--- src/rtl/ps2_scancode_rx.sv ---
// PS/2 keyboard receiver: synchronises the raw PS/2 pins, frames 11-bit
// packets, checks parity/stop, and turns the byte stream into scan codes
// tagged with break (0xF0) and extended (0xE0) prefix flags.
module ps2_scancode_rx #(
    parameter int TIMEOUT_CYCLES = 50000
) (
    input  logic       CLOCK_50,
    input  logic       reset,
    input  logic       PS2_CLK,
    input  logic       PS2_DAT,
    output logic [7:0] scan_code,
    output logic       is_break,
    output logic       is_ext,
    output logic       code_valid,
    output logic       frame_err
);

    typedef enum logic [1:0] {
        ST_IDLE,
        ST_DATA,
        ST_PARITY,
        ST_STOP
    } state_t;

    localparam logic [15:0] TIMEOUT_VAL = 16'(TIMEOUT_CYCLES);

    logic        clk_meta, clk_sync, clk_prev;
    logic        dat_meta, dat_sync;
    logic        fall;
    logic        frame_good;

    state_t      state, state_next;
    logic [2:0]  bit_cnt, bit_cnt_next;
    logic [7:0]  shift_reg, shift_next;
    logic        parity_bit, parity_next;
    logic [15:0] timeout_cnt, timeout_next;
    logic        brk_pend, brk_next;
    logic        ext_pend, ext_next;
    logic [7:0]  code_next;
    logic        is_break_next, is_ext_next;
    logic        code_valid_next, frame_err_next;

    // Bring the asynchronous PS/2 pins into the CLOCK_50 domain; idle bus is high
    always_ff @(posedge CLOCK_50 or posedge reset) begin
        if (reset) begin
            clk_meta <= 1'b1;
            clk_sync <= 1'b1;
            clk_prev <= 1'b1;
            dat_meta <= 1'b1;
            dat_sync <= 1'b1;
        end else begin
            clk_meta <= PS2_CLK;
            clk_sync <= clk_meta;
            clk_prev <= clk_sync;
            dat_meta <= PS2_DAT;
            dat_sync <= dat_meta;
        end
    end

    assign fall       = clk_prev & ~clk_sync;
    assign frame_good = dat_sync & (^{shift_reg, parity_bit});

    // Hold the frame state, pending prefix flags and registered outputs
    always_ff @(posedge CLOCK_50 or posedge reset) begin
        if (reset) begin
            state       <= ST_IDLE;
            bit_cnt     <= 3'd0;
            shift_reg   <= 8'h00;
            parity_bit  <= 1'b0;
            timeout_cnt <= 16'd0;
            brk_pend    <= 1'b0;
            ext_pend    <= 1'b0;
            scan_code   <= 8'h00;
            is_break    <= 1'b0;
            is_ext      <= 1'b0;
            code_valid  <= 1'b0;
            frame_err   <= 1'b0;
        end else begin
            state       <= state_next;
            bit_cnt     <= bit_cnt_next;
            shift_reg   <= shift_next;
            parity_bit  <= parity_next;
            timeout_cnt <= timeout_next;
            brk_pend    <= brk_next;
            ext_pend    <= ext_next;
            scan_code   <= code_next;
            is_break    <= is_break_next;
            is_ext      <= is_ext_next;
            code_valid  <= code_valid_next;
            frame_err   <= frame_err_next;
        end
    end

    // Frame sequencing on each PS/2 clock fall, timeout recovery and byte decoding
    always_comb begin
        state_next      = state;
        bit_cnt_next    = bit_cnt;
        shift_next      = shift_reg;
        parity_next     = parity_bit;
        brk_next        = brk_pend;
        ext_next        = ext_pend;
        code_next       = scan_code;
        is_break_next   = is_break;
        is_ext_next     = is_ext;
        code_valid_next = 1'b0;
        frame_err_next  = 1'b0;

        if (state == ST_IDLE || fall) begin
            timeout_next = 16'd0;
        end else begin
            timeout_next = timeout_cnt + 16'd1;
        end

        if (state != ST_IDLE && timeout_cnt == TIMEOUT_VAL) begin
            state_next     = ST_IDLE;
            timeout_next   = 16'd0;
            frame_err_next = 1'b1;
            brk_next       = 1'b0;
            ext_next       = 1'b0;
        end else if (fall) begin
            case (state)
                ST_IDLE: begin
                    if (!dat_sync) begin
                        state_next   = ST_DATA;
                        bit_cnt_next = 3'd0;
                    end
                end
                ST_DATA: begin
                    shift_next   = {dat_sync, shift_reg[7:1]};
                    bit_cnt_next = bit_cnt + 3'd1;
                    if (bit_cnt == 3'd7) begin
                        state_next = ST_PARITY;
                    end
                end
                ST_PARITY: begin
                    parity_next = dat_sync;
                    state_next  = ST_STOP;
                end
                ST_STOP: begin
                    state_next = ST_IDLE;
                    if (!frame_good) begin
                        frame_err_next = 1'b1;
                        brk_next       = 1'b0;
                        ext_next       = 1'b0;
                    end else if (shift_reg == 8'hF0) begin
                        brk_next = 1'b1;
                    end else if (shift_reg == 8'hE0) begin
                        ext_next = 1'b1;
                    end else begin
                        code_next       = shift_reg;
                        is_break_next   = brk_pend;
                        is_ext_next     = ext_pend;
                        code_valid_next = 1'b1;
                        brk_next        = 1'b0;
                        ext_next        = 1'b0;
                    end
                end
                default: state_next = ST_IDLE;
            endcase
        end
    end

endmodule

--- config.mk ---
export PLATFORM = sky130hd
export DESIGN_NAME = ps2_scancode_rx
export DESIGN_NICKNAME = d
export VERILOG_FILES = /design/src/rtl/ps2_scancode_rx.sv
export SDC_FILE = /design/constraint.sdc
export NUM_CORES = 1
export LEC_CHECK = 0
export BUFFER_PORTS_ARGS = -buffer_cell sky130_fd_sc_hd__buf_2
export CELL_PAD_IN_SITES_DETAIL_PLACEMENT = 0
export CELL_PAD_IN_SITES_GLOBAL_PLACEMENT = 2
export CORE_MARGIN = 2
export CORE_UTILIZATION = 44
export CTS_CLUSTER_SIZE = 16
export DETAILED_ROUTE_END_ITERATION = 8
export HOLD_SLACK_MARGIN = 0.12
export PLACE_DENSITY = 0.82
export SLEW_MARGIN = 0
export SYNTH_ARGS = -nofsm -noshare
export SYNTH_HDL_FRONTEND = slang
export SYNTH_SLANG_ARGS = --single-unit
--- constraint.sdc ---
create_clock -name CLOCK_50 -period 3.1 [get_ports CLOCK_50]
set_input_delay 0 -clock CLOCK_50 [delete_from_list [all_inputs] [get_ports CLOCK_50]]
set_output_delay 0 -clock CLOCK_50 [all_outputs]
set_load 0.005 [all_outputs]
==> flow_summary.yaml <==
layout:
  diodes: 0
  final_area_um2: 2610
  fin_nets: 228
  layout-drive-gt1-share_pct: 24.5
  fillers: 464
  area_growth_pct: 12.8
  largest_register_ffs: 16
logic_synthesis:
  ys_seq_area_share_pct: 53.3
  ys_ff_latch: 49
  syn_nets: 205
  ys.flop_type: "dfrtp_1"
  synthCells: 192
  yosysWarnings: 0
  syn_area_um2: 2310
  syn_avg_cell_area_um2: 12.0
  ys_types: 39
  synth-edff-count: 0
  async_flop_share_pct: 100
floorplanning:
  core_um2: 5070
  dieArea_um2: 5850
  row_count: 26
  die_y_um: 76.5
  ioPinCount: 16
  initial_utilization_pct: 45.5
  die_x_um: 76.5
routing:
  totalWireLength_um: 4050
  drc: 0
  drtIter0Drc: 77
  wire_per_inst_um: 14.2
  vias: 1468
  drtAntennaViolNets: 0
  dr.pass1.iters: 4
  vias_per_cell: 5.13
grt:
  grt_pass1_vias: 1492
  antenna_found_initial: 0
  grt_pass1_wl_um: 7160
  grt_start_max_net_pins: 50
  grtUsageTotal_pct: 15.3
  overflow: 0
sta:
  slew_headroom_pct: 34.5
  fin_ws_ns: 0.632
  rsz0062_at_grt: "false"
  period_share_pct: 79.6
  finalSetupTns_ns: 0
  maxClockFrequency_ghz: 0.405
  slew_violations: 0
  period_needed_ns: 2.47
  skew_ns: 0.00693
  worst_slew_pin_slew_ns: 0.981
  hold_viol_final: 0
  hold_ws_ns: 0.343
  setup_viol_count_final: 0
clock_tree:
  post_cts_buffers: 0
  clock_path_buffers: 2
  cts.sinks: 49
  cts_buffers: 5
  htreeDepth: 2
  clk_pin_slew_ns: 0.08
  cts_tree: "built"
  clock_latency_ns: 0.30
  root_buffer: "clkbuf_8"
setup_path:
  worstRegToRegCells: 6
  crit_arrival_ns: 2.66
  crit_path_end_kind: "flip-flop"
  r2r_setup_slack_ns: 0.63
  reg2reg_to: "scan_code[6]$_DFFE_PP0P_"
  crit_path_max_fanout: 11
  worstSetupPathType: "reg -> reg"
  required_ns: 3.29
  startpoint_type: "flip-flop"
  r2r_start: "state[0]$_DFFE_PP0P_"
pwr:
  leakagePower_nw: 1.29
  ir_drop_v: 0.000330
  power_density_nw_per_um2: 759
placed_design:
  dpl_cell_area_um2: 2460
  dp_hpwl_um: 2870
  pre_cts_ws_ns: 0.626
  gp_congestion: 0.807
  portBuffers: 15
min_path:
  min_from: "PS2_CLK"
  min_to: "clk_meta$_DFF_PP1_"
  hold_class: "in -> reg"
  hold_depth: 2
run:
  max_cap_violations: 0
outcome:
  status: "completed"
==> worst max-delay path, cell delays in order, from the launching register on <==
cell      delay [ns]
dfrtp_1         0.40
inv_1           0.10
ha_1            0.30
nor4bb_1        0.41
nand4_2         0.31
nand4_2         0.45
mux2_2          0.38
==> placed cells by master (no fill, tap or decap), types with 2 or more instances in the layout <==
cell type      instances
a211o_1                2
and3_1                 4
and4_1                 2
buf_2                 15
clkbuf_8               6
dfrtp_1               44
dfstp_2                5
dlygate4sd3_1          3
ha_1                   9
inv_1                  9
mux2_2                10
mux2_4                 9
nand2_1               13
nand3_1                7
nand4_1                3
nand4_2                2
nor2_1                22
nor2b_1                3
nor4_1                 3
nor4bb_1               2
o21ai_0                5
xnor2_1                9
xnor2_2                2
xor2_1                 8
==> logic make-up after synthesis <==
logic type | Yosys count | synth area share, %
and+or+nand+nor | 68 | 15.8
DFF | 49 | 53.3
xor gates and xnor gates | 20 | 8.83
muxes | 19 | 10.7
AOI/OAI and AO/OA | 14 | 4.01
buffers and inverters | 13 | 2.49
adders and majority gates | 9 | 4.87
==> synthesized netlist by cell type (2+ instances only) <==
| library cell | number | share of area [%] |
|---|---|---|
| nor4bb_1 | 2 | 0.87 |
| dfrtp_1 | 44 | 48 |
| dfstp_2 | 5 | 5.7 |
| nand2_1 | 13 | 2.1 |
| o21ai_0 | 5 | 1.1 |
| nor2b_1 | 3 | 0.81 |
| nor4_1 | 3 | 0.81 |
| nand4_2 | 2 | 1.1 |
| xnor2_2 | 2 | 1.4 |
| and4_1 | 2 | 0.76 |
| and3_1 | 4 | 1.1 |
| mux2_4 | 9 | 5.8 |
| nor2_1 | 22 | 3.6 |
| xnor2_1 | 9 | 3.4 |
| ha_1 | 9 | 4.9 |
| nand4_1 | 3 | 0.81 |
| nand3_1 | 7 | 1.5 |
| inv_1 | 10 | 1.6 |
| mux2_2 | 10 | 4.9 |
| xor2_1 | 8 | 3.0 |
| a211o_1 | 2 | 0.76 |
==> stage by stage <==
step	utilization, %	total power, W	cells
CTS	51.4	0.00200	286
global placement	48.5	0.00149	275
finish	51.4	0.00198	286
floorplan	-	0.00138	192
global route	51.4	0.00212	286
detailed placement	48.5	0.00153	275
==> routing by layer <==
layer / global-route usage [%] / wire [µm]
met1: 19.4 / 1850
met2: 25.0 / 1990
met3: 3.32 / 110
met4: 6.91 / 101
met5: 0 / 0
==> power breakdown <==
group	internal [W]	leakage, nW	total (W)	switching, W
Clock	0.000263	0.0585	0.000472	0.000209
Sequential	0.000763	0.646	0.000890	0.000128
Combinational	0.000326	0.586	0.000616	0.000290
Total	0.00135	1.29	0.00198	0.000626
==> final cells by class <==
type / count / area, µm² / area share (%)
Timing Repair Buffer: 19 / 113 / 4.32
Sequential cell: 49 / 1230 / 47.3
Inverter: 10 / 37.5 / 1.44
Clock buffer: 7 / 86.3 / 3.31
Tap cell: 70 / 87.6 / 3.36
Clock inverter: 1 / 30.0 / 1.15
Multi-Input combinational cell: 130 / 1020 / 39.2
==> worst max path at each step <==
stage / start / to / slack, ns
floorplan: state[0]$_DFFE_PP0P_ / is_break$_DFFE_PP0P_ / 1.01
CTS: state[0]$_DFFE_PP0P_ / scan_code[6]$_DFFE_PP0P_ / 0.59
global placement: state[0]$_DFFE_PP0P_ / scan_code[6]$_DFFE_PP0P_ / 0.75
finish: state[0]$_DFFE_PP0P_ / scan_code[6]$_DFFE_PP0P_ / 0.63
detailed placement: state[0]$_DFFE_PP0P_ / scan_code[6]$_DFFE_PP0P_ / 0.63
global route: state[1]$_DFFE_PP0P_ / scan_code[6]$_DFFE_PP0P_ / 0.44
==> repair_timing <==
action / CTS / global route
endpoints found under the hold margin: 46 / 0
hold buffers: 3 / 0
resized for setup: 0 / 0
No activity file was read; power rests on OpenSTA's default activity.
